File: src/rtl/multicycle_ctrl.sv
// rtl/multicycle_ctrl.sv - multicycle RV32 control FSM sequencing fetch/decode/exec/mem/wb.
// Define CTRL_MEM_TIMEOUT_EN to trap when a data access waits TIMEOUT_CYCLES cycles without mem_ack.
module multicycle_ctrl #(
    parameter int unsigned TIMEOUT_CYCLES = 255
) (
    input  logic        clk,
    input  logic        rst_n,
    output logic        instr_req,
    input  logic        instr_valid,
    input  logic [31:0] instr,
    input  logic        branch_taken,
    input  logic        mem_ack,
    output logic        ir_we,
    output logic        reg_we,
    output logic        pc_we,
    output logic        pc_sel,
    output logic        mem_rd,
    output logic        mem_wr,
    output logic [2:0]  imm_sel,
    output logic [2:0]  state_o,
    output logic        trap,
    output logic [31:0] instret
);

    typedef enum logic [2:0] {
        ST_FETCH  = 3'd0,
        ST_DECODE = 3'd1,
        ST_EXEC   = 3'd2,
        ST_MEM    = 3'd3,
        ST_WB     = 3'd4,
        ST_TRAP   = 3'd5
    } state_t;

    localparam logic [6:0] OP_LOAD   = 7'b0000011;
    localparam logic [6:0] OP_STORE  = 7'b0100011;
    localparam logic [6:0] OP_BRANCH = 7'b1100011;
    localparam logic [6:0] OP_JALR   = 7'b1100111;
    localparam logic [6:0] OP_JAL    = 7'b1101111;
    localparam logic [6:0] OP_OPIMM  = 7'b0010011;
    localparam logic [6:0] OP_LUI    = 7'b0110111;
    localparam logic [6:0] OP_AUIPC  = 7'b0010111;
    localparam logic [6:0] OP_OP     = 7'b0110011;

    state_t      state_q;
    state_t      state_d;
    logic [6:0]  opcode_q;
    logic [31:0] instret_q;
    logic        run_q;
    logic [2:0]  imm_dec;
    logic        legal;
    logic        is_load;
    logic        is_store;
    logic        is_branch;
    logic        is_jump;
    logic        timeout;
    logic [24:0] unused_instr_hi;

    assign unused_instr_hi = instr[31:7];

    assign is_load   = (opcode_q == OP_LOAD);
    assign is_store  = (opcode_q == OP_STORE);
    assign is_branch = (opcode_q == OP_BRANCH);
    assign is_jump   = (opcode_q == OP_JAL) || (opcode_q == OP_JALR);

    always_comb begin
        imm_dec = 3'd7;
        legal   = 1'b1;
        case (opcode_q)
            OP_OPIMM, OP_LOAD, OP_JALR: imm_dec = 3'd0;
            OP_STORE:                   imm_dec = 3'd1;
            OP_BRANCH:                  imm_dec = 3'd2;
            OP_LUI, OP_AUIPC:           imm_dec = 3'd3;
            OP_JAL:                     imm_dec = 3'd4;
            OP_OP:                      imm_dec = 3'd7;
            default: begin
                imm_dec = 3'd7;
                legal   = 1'b0;
            end
        endcase
    end

`ifdef CTRL_MEM_TIMEOUT_EN
    logic [7:0] wait_q;

    always_ff @(posedge clk or negedge rst_n) begin
        if (!rst_n) begin
            wait_q <= 8'd0;
        end else if ((state_q == ST_MEM) && !mem_ack) begin
            wait_q <= wait_q + 8'd1;
        end else begin
            wait_q <= 8'd0;
        end
    end

    // An ack arriving on the last allowed cycle still completes the access.
    assign timeout = (state_q == ST_MEM) && !mem_ack &&
                     (wait_q == 8'(TIMEOUT_CYCLES - 1));
`else
    logic [31:0] unused_timeout_cfg;

    assign unused_timeout_cfg = TIMEOUT_CYCLES;
    assign timeout            = 1'b0;
`endif

    always_ff @(posedge clk or negedge rst_n) begin
        if (!rst_n) begin
            state_q   <= ST_FETCH;
            opcode_q  <= 7'd0;
            instret_q <= 32'd0;
            run_q     <= 1'b0;
        end else begin
            state_q <= state_d;
            run_q   <= 1'b1;
            if (ir_we) begin
                opcode_q <= instr[6:0];
            end
            if (pc_we) begin
                instret_q <= instret_q + 32'd1;
            end
        end
    end

    // run_q keeps instr_req low while reset is held and releases it on the first edge after.
    always_comb begin
        state_d   = state_q;
        instr_req = 1'b0;
        ir_we     = 1'b0;
        reg_we    = 1'b0;
        pc_we     = 1'b0;
        pc_sel    = 1'b0;
        mem_rd    = 1'b0;
        mem_wr    = 1'b0;
        trap      = 1'b0;
        case (state_q)
            ST_FETCH: begin
                instr_req = run_q;
                if (run_q && instr_valid) begin
                    ir_we   = 1'b1;
                    state_d = ST_DECODE;
                end
            end
            ST_DECODE: begin
                state_d = legal ? ST_EXEC : ST_TRAP;
            end
            ST_EXEC: begin
                if (is_load || is_store) begin
                    state_d = ST_MEM;
                end else if (is_branch) begin
                    pc_we   = 1'b1;
                    pc_sel  = branch_taken;
                    state_d = ST_FETCH;
                end else begin
                    state_d = ST_WB;
                end
            end
            ST_MEM: begin
                mem_rd = is_load;
                mem_wr = is_store;
                if (mem_ack) begin
                    if (is_load) begin
                        state_d = ST_WB;
                    end else begin
                        pc_we   = 1'b1;
                        state_d = ST_FETCH;
                    end
                end else if (timeout) begin
                    state_d = ST_TRAP;
                end
            end
            ST_WB: begin
                reg_we  = 1'b1;
                pc_we   = 1'b1;
                pc_sel  = is_jump;
                state_d = ST_FETCH;
            end
            ST_TRAP: begin
                trap = 1'b1;
            end
            default: begin
                state_d = ST_FETCH;
            end
        endcase
    end

    assign imm_sel = (state_q == ST_FETCH) ? 3'd7 : imm_dec;
    assign state_o = state_q;
    assign instret = instret_q;

endmodule

File: config.mk
export PLATFORM = sky130hd
export DESIGN_NAME = multicycle_ctrl
export DESIGN_NICKNAME = d
export VERILOG_FILES = /design/src/rtl/multicycle_ctrl.sv
export SDC_FILE = /design/constraint.sdc
export NUM_CORES = 1
export LEC_CHECK = 0
export BUFFER_PORTS_ARGS = -buffer_cell sky130_fd_sc_hd__buf_2
export CAP_MARGIN = 20
export CORE_UTILIZATION = 46
export CTS_BUF_LIST = sky130_fd_sc_hd__clkbuf_8
export CTS_CLUSTER_DIAMETER = 50
export DETAILED_ROUTE_END_ITERATION = 10
export PLACE_DENSITY_LB_ADDON = 0.3
export SLEW_MARGIN = 20
export SYNTH_ARGS = -nofsm -noshare
export SYNTH_HDL_FRONTEND = slang
export SYNTH_SLANG_ARGS = --single-unit
File: constraint.sdc
create_clock -name clk -period 4.2 [get_ports clk]
set_clock_uncertainty 0.05 [all_clocks]
set_input_delay 0.21 -clock clk [delete_from_list [all_inputs] [get_ports clk]]
set_output_delay 0.21 -clock clk [all_outputs]
set_load 0.05 [all_outputs]
==> flow_metrics.tcl <==
set metrics [dict create \
    status "complete, but fails checks" \
    violations "design-rule violations" \
    rsz0062_at_grt "no" \
    syn_to_final_growth_pct 18.06 \
    route.detailed.drc 2 \
    worst_pin_slew_ns 0.9442 \
    yosysSeqAreaShare_pct 47.94 \
    cap_violations 0 \
    ff2ff_setup_slack_ns 1.48 \
    achievable-frequency_mhz 341.2 \
    dr.first_iter.drc_count 39 \
    core_area_um2 4723 \
    grt_antenna_before_repair 0 \
    grt_usage_pct 19.19 \
    die_y_um 71.86 \
    hold_class "in2async" \
    clk_pin_slew_worst_paths_ns 0.07 \
    tns_ns 0 \
    grt_first_pass_wirelength_um 7755 \
    antenna_left 0 \
    clkSinkCount 43 \
    drt_pass1_iterations 7 \
    synth_top_cell_by_area "dfrtp_1" \
    ir_drop_mv 0.4019 \
    async_flop_share_pct 100.0 \
    viasPerCell 5.226 \
    critPathBufInv 2 \
    dp_slack_ns 1.464 \
    synth_edf_count 0 \
    syn_inst 229 \
    clockRootBuffer "clkbuf_8" \
    setup_ws_ns 1.270 \
    clk_latency_ns 0.28 \
    period_needed_ns 2.931 \
    synthFlopType "dfrtp_1" \
    cp_top_family "simple AND/OR/NAND/NOR gates" \
    yosysTopAreaCellShare_pct 47.94 \
    relSlewSlack_pct 37.05 \
    overflow 0 \
    cts_made_buffers 5 \
    leakagePower_nw 1.354 \
    clock_path_buffers 2 \
    slowest_stage "a211oi_4" \
    portBuffers 57 \
    synth.distinct_cells 41 \
    post_cts_resized 0 \
    slowest_delay_ns 0.75 \
    core.rowCount 25 \
    cp_data_required_time_ns 3.94 \
    cts_max_level 2 \
    worst_setup_path_end_kind "output pin" \
    path_max_fanout 18 \
    worstSetupPathType "reg2out" \
    cts_tree "done" \
    setup_violations 0 \
    die_w_um 71.86 \
    drive_above_1_share_pct 25.80 \
    setup.worst_path.start_class "flop" \
    gp_congestion 0.7716 \
    nets 322 \
    postCtsSetupRepairBufs 0 \
    dp.final_hpwl_um 3367 \
    hold_viol 0 \
    grt_pass1_vias 1647 \
    worstPathCellList "nand4bb_4 -> or4_1 -> a211oi_4 -> inv_2 -> buf_2" \
    ys_ff_latch 43 \
    antennaDiodeCount 0 \
    wl_per_cell_um 13.16 \
    die_area_um2 5163 \
    period_share_pct 69.77 \
    ys.warnings.count 0 \
    fill_cells 460 \
    postSynthAreaPerCell_um2 9.802 \
    critPathArrivalTime_ns 2.67 \
    num_vias 1829 \
    synth.net_count 267 \
    num_io_pins 83 \
    drt_wl_total_um 4607 \
    finalPower_mw 1.470 \
    initial_core_util_pct 47.52 \
    ctsHoldBuffers 0 \
    syn_area_um2 2245 \
    power_density_nw_per_um2 554.6 \
    hold_ws_ns 0.01647 \
    grt_max_degree 44 \
    synth_area_leaders "dfrtp_1 48%, xor2_1 9.4%, nand2_1 4.2%" \
    finalMaxSlewViolations 0 \
]
==> worst reg2reg max path, delay by kind of cell (launching register included) <==
kind                      cells  cell delay (ns)
xor gates and xnor gates      1             0.18
AOI/OAI and AO/OA             1             0.75
buffers and inverters         1             0.31
DFF                           1             0.43
and+or+nand+nor               3             0.87
==> cells by family after synthesis <==
kind of cell | Yosys count | synth area share [%]
simple gates | 106 | 26.53
flops | 43 | 47.94
xor+xnor | 31 | 12.10
compound gates | 23 | 6.411
buf+inv | 19 | 3.790
mux | 5 | 2.508
fa+ha+maj | 1 | 0.5573
other cells | 1 | 0.1671
==> stage by stage <==
stage | instances | cell area [um^2] | utilization (%)
detailed placement | 344 | 2577 | 54.57
finish | 350 | 2650 | 56.11
global route | 350 | 2650 | 56.11
floorplan | 229 | 2245 | -
global placement | 344 | 2577 | 54.57
CTS | 350 | 2650 | 56.11
==> layer usage <==
layer / wire, um / global-route usage (%) / up-vias
li1: - / - / 915
met1: 2146 / 25.11 / 860
met2: 2199 / 32.29 / 50
met3: 208 / 4.219 / 4
met4: 52 / 5.229 / 0
met5: 0 / 0 / -
==> flip-flops by register name (all words and copies together) (netlist names) <==
register	flops
instret	32
opcode_q	7
run_q	1
state_o	3
==> final timing paths <==
kind	from	depth (start not counted)	to
worst max-delay path	opcode_q[2]	5	pc_we
worst max register to register	opcode_q[2]	6	instret[31]
worst min-delay path	rst_n	1	opcode_q[1]
min in group clk	instr[2]	3	opcode_q[2]
max in group asynchronous	rst_n	1	instret[15]
worst min register to register	instret[21]	1	instret[21]
==> layout make-up <==
cell class | count | area (um^2) | share of cell area [%]
clock buffers | 5 | 68.82 | 2.597
clock inverters | 1 | 3.754 | 0.1416
well taps | 67 | 83.83 | 3.163
inverters | 9 | 33.78 | 1.275
flip-flops and latches | 43 | 1076 | 40.60
repair buffers | 58 | 292.8 | 11.05
multi-input cells | 167 | 1091 | 41.17
==> power breakdown <==
group / leakage [nW] / switching (mW) / internal (mW) / total (mW)
combinational: 0.750 / 0.437 / 0.192 / 0.630
sequential: 0.563 / 0.123 / 0.484 / 0.607
clock: 0.0413 / 0.124 / 0.108 / 0.233
total: 1.35 / 0.685 / 0.785 / 1.47
==> Yosys cell counts (3+ instances only) <==
cell      instances
a21oi_1           6
and3_1            5
clkbuf_1          6
dfrtp_1          43
inv_1             8
mux2_2            5
nand2_1          25
nand3_1           9
nand4_1           7
nor2_1           12
nor2b_1           3
nor3_1           16
nor3b_1           3
nor4_1            9
nor4b_1           5
o21ai_0           8
xnor2_1           7
xor2_1           24
==> cells in the final DEF (no fill, tap or decap), types with 2 or more instances in the layout <==
master    synthesis  routed
a21oi_1           6       6
a31oi_1           2       2
and2_1            2       2
and3_1            5       5
and4_1            2       2
buf_2             2      57
clkbuf_8          0       5
dfrtp_1          43      43
inv_1             8       9
mux2_2            5       5
nand2_1          25      25
nand2b_1          2       2
nand3_1           9       9
nand4_1           7       7
nor2_1           12      12
nor2b_1           3       3
nor3_1           16      16
nor3b_1           3       3
nor4_1            9       9
nor4b_1           5       5
o21ai_0           8       8
xnor2_1           7       7
xor2_1           24      24
Power figures use the tool's default switching activity.
